`config.mk`:
```
export PLATFORM = sky130hd
export DESIGN_NAME = alu_seq
export DESIGN_NICKNAME = d
export VERILOG_FILES = /design/src/rtl/alu_seq.sv
export SDC_FILE = /design/constraint.sdc
export NUM_CORES = 1
export LEC_CHECK = 0
export ABC_AREA = 1
export CAP_MARGIN = 10
export CORE_MARGIN = 2
export CORE_UTILIZATION = 40
export CTS_CLUSTER_DIAMETER = 150
export DETAILED_ROUTE_END_ITERATION = 8
export PLACE_DENSITY = 0.71
export SLEW_MARGIN = 40
export SYNTH_ARGS = -nofsm -noshare
export SYNTH_HDL_FRONTEND = slang
export SYNTH_SLANG_ARGS = --single-unit
```
`constraint.sdc`:
```
create_clock -name i_clk -period 2.35 [get_ports i_clk]
set_input_delay 0.235 -clock i_clk [delete_from_list [all_inputs] [get_ports i_clk]]
set_output_delay 0.235 -clock i_clk [all_outputs]
set_load 0.02 [all_outputs]
```
`src/rtl/alu_seq.sv`:
```
// alu_seq: handshaked RV32I-style ALU, iterative shifter; `define ALU_MUL_EN adds a shift-add MUL (op 1001)
module alu_seq #(
  parameter int XLEN       = 32,
  parameter int RD_W       = 6,
  parameter int SHIFT_STEP = 1
) (
  input  logic            i_clk,
  input  logic            i_rst,
  input  logic            i_flush,
  input  logic            i_valid,
  output logic            o_ready,
  input  logic [3:0]      i_function,
  input  logic [XLEN-1:0] i_b,
  input  logic [XLEN-1:0] i_c,
  input  logic [RD_W-1:0] i_rd,
  input  logic            i_wr,
  output logic            o_valid,
  input  logic            i_out_ready,
  output logic [XLEN-1:0] o_val,
  output logic [RD_W-1:0] o_rd,
  output logic            o_wr
);
  localparam int SW = $clog2(XLEN);
  localparam logic [1:0] S_IDLE  = 2'd0;
  localparam logic [1:0] S_SHIFT = 2'd1;
  localparam logic [1:0] S_DONE  = 2'd2;
  localparam logic [SW:0] STEP = SHIFT_STEP[SW:0];
`ifdef ALU_MUL_EN
  localparam logic [1:0] S_MUL = 2'd3;
  logic [XLEN-1:0] mcand_q, mcand_d, mplier_q, mplier_d;
`endif
  logic [1:0]      state_q, state_d;
  logic [XLEN-1:0] val_q, val_d, res, sra_v;
  logic [RD_W-1:0] rd_q, rd_d;
  logic            wr_q, wr_d, left_q, left_d, arith_q, arith_d;
  logic [SW:0]     rem_q, rem_d, amt;
  logic [SW-1:0]   sh_n;
  logic            accept, is_shift, slt, sltu;
  assign sh_n     = i_c[SW-1:0];
  assign is_shift = i_function inside {4'b0001, 4'b0101, 4'b1101};
  assign o_ready  = !i_rst && !i_flush && (state_q == S_IDLE || (state_q == S_DONE && i_out_ready));
  assign accept   = i_valid && o_ready;
  assign slt      = $signed(i_b) < $signed(i_c);
  assign sltu     = i_b < i_c;
  // Shift ops carry the unshifted operand; a zero amount completes with it directly.
  assign res = i_function == 4'b0000 ? i_b + i_c :
               i_function == 4'b1000 ? i_b - i_c :
               i_function == 4'b0010 ? {{(XLEN-1){1'b0}}, slt} :
               i_function == 4'b0011 ? {{(XLEN-1){1'b0}}, sltu} :
               i_function == 4'b0100 ? i_b ^ i_c :
               i_function == 4'b0110 ? i_b | i_c :
               i_function == 4'b0111 ? i_b & i_c :
               is_shift              ? i_b : '0;
  assign amt   = rem_q < STEP ? rem_q : STEP;
  assign sra_v = $signed(val_q) >>> amt;
  always_comb begin
    state_d = state_q;
    val_d   = val_q;
    rd_d    = rd_q;
    wr_d    = wr_q;
    left_d  = left_q;
    arith_d = arith_q;
    rem_d   = rem_q;
`ifdef ALU_MUL_EN
    mcand_d  = mcand_q;
    mplier_d = mplier_q;
`endif
    if (i_flush) state_d = S_IDLE;
    else if (accept) begin
      rd_d    = i_rd;
      wr_d    = i_wr;
      val_d   = res;
      left_d  = !i_function[2];
      arith_d = i_function[3];
      rem_d   = {1'b0, sh_n};
      state_d = is_shift && sh_n != '0 ? S_SHIFT : S_DONE;
`ifdef ALU_MUL_EN
      if (i_function == 4'b1001) begin
        val_d    = '0;
        mcand_d  = i_b;
        mplier_d = i_c;
        rem_d    = XLEN[SW:0];
        state_d  = S_MUL;
      end
`endif
    end else if (state_q == S_SHIFT) begin
      val_d   = left_q ? val_q << amt : arith_q ? sra_v : val_q >> amt;
      rem_d   = rem_q - amt;
      state_d = rem_d == '0 ? S_DONE : S_SHIFT;
    end
`ifdef ALU_MUL_EN
    else if (state_q == S_MUL) begin
      val_d    = mplier_q[0] ? val_q + mcand_q : val_q;
      mcand_d  = mcand_q << 1;
      mplier_d = mplier_q >> 1;
      rem_d    = rem_q - (SW+1)'(1);
      state_d  = rem_d == '0 ? S_DONE : S_MUL;
    end
`endif
    else if (state_q == S_DONE && i_out_ready) state_d = S_IDLE;
  end
  always_ff @(posedge i_clk or posedge i_rst) begin
    if (i_rst) begin
      state_q <= S_IDLE;
      val_q   <= '0;
      rd_q    <= '0;
      wr_q    <= 1'b0;
      left_q  <= 1'b0;
      arith_q <= 1'b0;
      rem_q   <= '0;
`ifdef ALU_MUL_EN
      mcand_q  <= '0;
      mplier_q <= '0;
`endif
    end else begin
      state_q <= state_d;
      val_q   <= val_d;
      rd_q    <= rd_d;
      wr_q    <= wr_d;
      left_q  <= left_d;
      arith_q <= arith_d;
      rem_q   <= rem_d;
`ifdef ALU_MUL_EN
      mcand_q  <= mcand_d;
      mplier_q <= mplier_d;
`endif
    end
  end
  assign o_valid = state_q == S_DONE;
  assign o_val   = val_q;
  assign o_rd    = rd_q;
  assign o_wr    = wr_q;
endmodule

```
==> reports/metrics.csv <==
metric,value,unit
finalHoldViolCount,0,
synth_xor_area_frac,0.006397,
synth-seq-cells,49,
start_kind,input port,
critPathKind,in -> reg,
io_buffers,120,
period_needed,2.335,ns
syn-num-nets,1933,
required,2.54,ns
wl_per_cell,16.65,um
final_cells,2442,
synth-compound-area-share,0.1894,
grt_first_pass_wirelength,61670,um
clk_latency,0.29,ns
grt-ovfl-total,0,
rsz0062_at_grt,yes,
drv_cap,0,
worstMarginPinSlew,0.5404,ns
end_kind,flop,
skew,0.005568,ns
crit_fanout,13,
synth.top_cell.area_share,0.2170,
syn_area_per_cell,5.464,sq um
drt-initial-drc-count,990,
synth.area.top_cells,"nand2_1 (22%), inv_1 (13%), dfrtp_1 (13%)",
setup_viol,0,
synth_top_area_cell,nand2_1,
grt_usage,0.3037,
ys_dominant_reg_cell,dfrtp_1,
ios,121,
ir_drop,0.0005456,V
fin_crit_sh,0.9937,
max_stage_delay,0.56,ns
setup_slack,0.01481,ns
hold_class,in -> reg,
placed_cells,2427,
areaGrowthSynthToFinish,51.32,%
drt_first_pass_iters,9,
async_reset_ff_frac,1.000,
diodes,0,
dieArea,25210,sq um
cp_data_arrival_time,2.52,ns
cts_buffers,5,
antenna_found_initial,0,
synth_edf_count,0,
cpMaxStageDelayCell,clkdlybuf4s50_1,
synth-simple-area-share,0.3753,
fp.dieH,158.8,um
drc,0,
dieWidth,158.8,um
wirelength,40660,um
drv_slew,0,
holdWs,0.3797,ns
drtAntennaViolNets,0,
crit_top_cell,nand2_1,
fin_area,14500,sq um
drive_gt1_frac,0.2746,
htreeDepth,2,
worstPathCellList,clkdlybuf4s50_1 > or2_1 > nand2_1 > buf_12 > buf_12 > o21ai_0 > o22ai_1 > nand4_1 > nand2_1 > nand2_1,
post_dp_cell_area,13230,sq um
cts_tree,yes,
syn-cell-area,9584,sq um
clk_path_buf_depth,2,
outcome,completed,
synthCells,1754,
ctsHoldBuffers,0,
yosysWarnings,0,
utilization,0.6179,
grt_max_degree,33,
yosys.area_share.adder,0.1308,
rows,56,
clk_pin_slew,0.06,ns
fillers,2251,
ys_seq_area_frac,0.1279,
start_util,0.4083,
core_area,23470,sq um
place_congestion,0.9734,
synth_top_family_by_area,simple AND/OR/NAND/NOR gates,
hpwlAfterDp,33360,um
power_per_cell_area,511.4,nW/um^2
dr_total_vias,12660,
nNetsFinal,2302,
max_freq,428.2,MHz
yosys-mux-area-fraction,0,
cts.sinks,49,
worst-path-buf-inv,3,
grt_pass1_vias,11800,
cp_top_family,simple AND/OR/NAND/NOR gates,
leakagePower,0.007875,uW
synthDistinctLibCells,50,
place_ws,-0.4837,ns
vias_per_cell,5.186,
root_buffer,clkbuf_16,
maxSlewHeadroom,0.6392,
## power breakdown
part / internal (uW) / switching [uW] / total [uW]
combinational: 2180 / 2840 / 5020
sequential: 1200 / 384 / 1590
clock: 494 / 312 / 806
## synthesized netlist by cell type (5+ instances only)
cell / n
nand2_1: 554
inv_1: 337
nor2_1: 134
o21ai_0: 118
nand3_1: 103
ha_1: 97
a21oi_1: 91
dfrtp_1: 49
buf_2: 43
o22ai_1: 39
nand4_1: 29
clkbuf_1: 20
o21ai_1: 14
nor3_1: 12
o21bai_1: 12
inv_2: 11
o221ai_1: 10
or2_2: 8
xor2_1: 7
a31oi_1: 6
and2_1: 6
a22oi_1: 5
o211ai_1: 5
## cells by family (layout without fill, tap and decap cells)
logic type,Yosys count,count (layout)
buf+inv,417,786
simple gates,864,864
flops,49,49
fa+ha+maj,99,99
compound gates,318,318
xor+xnor,7,7
## metrics by stage
step,total power (uW),TNS [ns]
detailed placement,6204,-10.25
global placement,6128,-8.996
finish,7416,0
floorplan,4083,0
global route,7935,-0.2678
CTS,7078,-0.03792
## state kept, by name (all words and copies together) (netlist names)
signal and flops:
arith_q 1, left_q 1, o_rd 6, o_val 32, o_wr 1, rem_q 6
state_q 2
## cell type report
type,instances,area (sq um),area share
flip-flops and latches,49,1226,0.08455
inverters,349,1310,0.09033
clock buffers,5,125.1,0.008627
repair buffers,430,3702,0.2553
clock inverters,2,35.03,0.002416
multi-input cells,1288,7705,0.5313
well taps,319,399.1,0.02752
## placed cells by master (no fill, tap or decap), types with 37 or more instances in the layout
cell type and instances:
a21oi_1 71, nand2_1 490, nor2_1 86, ha_1 68
nand2_2 62, o22ai_1 39, nor2_2 37, inv_2 48
clkdlybuf4s50_1 98, buf_4 297, inv_1 300, dfrtp_1 49
nand3_1 87, o21ai_0 110
## per-layer routing
metal / vias up / GRT usage / routed length [um]
li1: 6271 / - / -
met1: 5798 / 0.4007 / 17230
met2: 518 / 0.5091 / 18970
met3: 77 / 0.03788 / 3216
met4: 0 / 0.1080 / 1233
met5: - / 0 / 0
## tightest hold or removal path, cell delays in order
cell and delay (ns):
dlymetal6s2s_1 0.12, buf_4 0.14, a22oi_1 0.07, o21ai_1 0.07
## repair_timing
action / in CTS / in global routing
setup endpoints to repair: 22 / 28
pin swaps: 3 / 63
gates resized for setup: 43 / 257
setup buffers: 0 / 8
## final timing paths
| path | start | end | slack [ns] | depth (start not counted) |
|---|---|---|---|---|
| max in group asynchronous | i_rst | o_val[26]$_DFFE_PP0P_ | 1.37 | 3 |
| max reg2reg | rem_q[2]$_DFFE_PP0P_ | state_q[0]$_DFFE_PP0P_ | 0.30 | 10 |
| min in group asynchronous | i_rst | o_val[5]$_DFFE_PP0P_ | 0.39 | 2 |
| max | i_function[2] | o_val[16]$_DFFE_PP0P_ | 0.01 | 10 |
| min | i_c[3] | rem_q[3]$_DFFE_PP0P_ | 0.38 | 4 |
| min reg2reg | o_wr$_DFFE_PP0P_ | o_wr$_DFFE_PP0P_ | 0.48 | 2 |
Power figures use the tool's default switching activity.
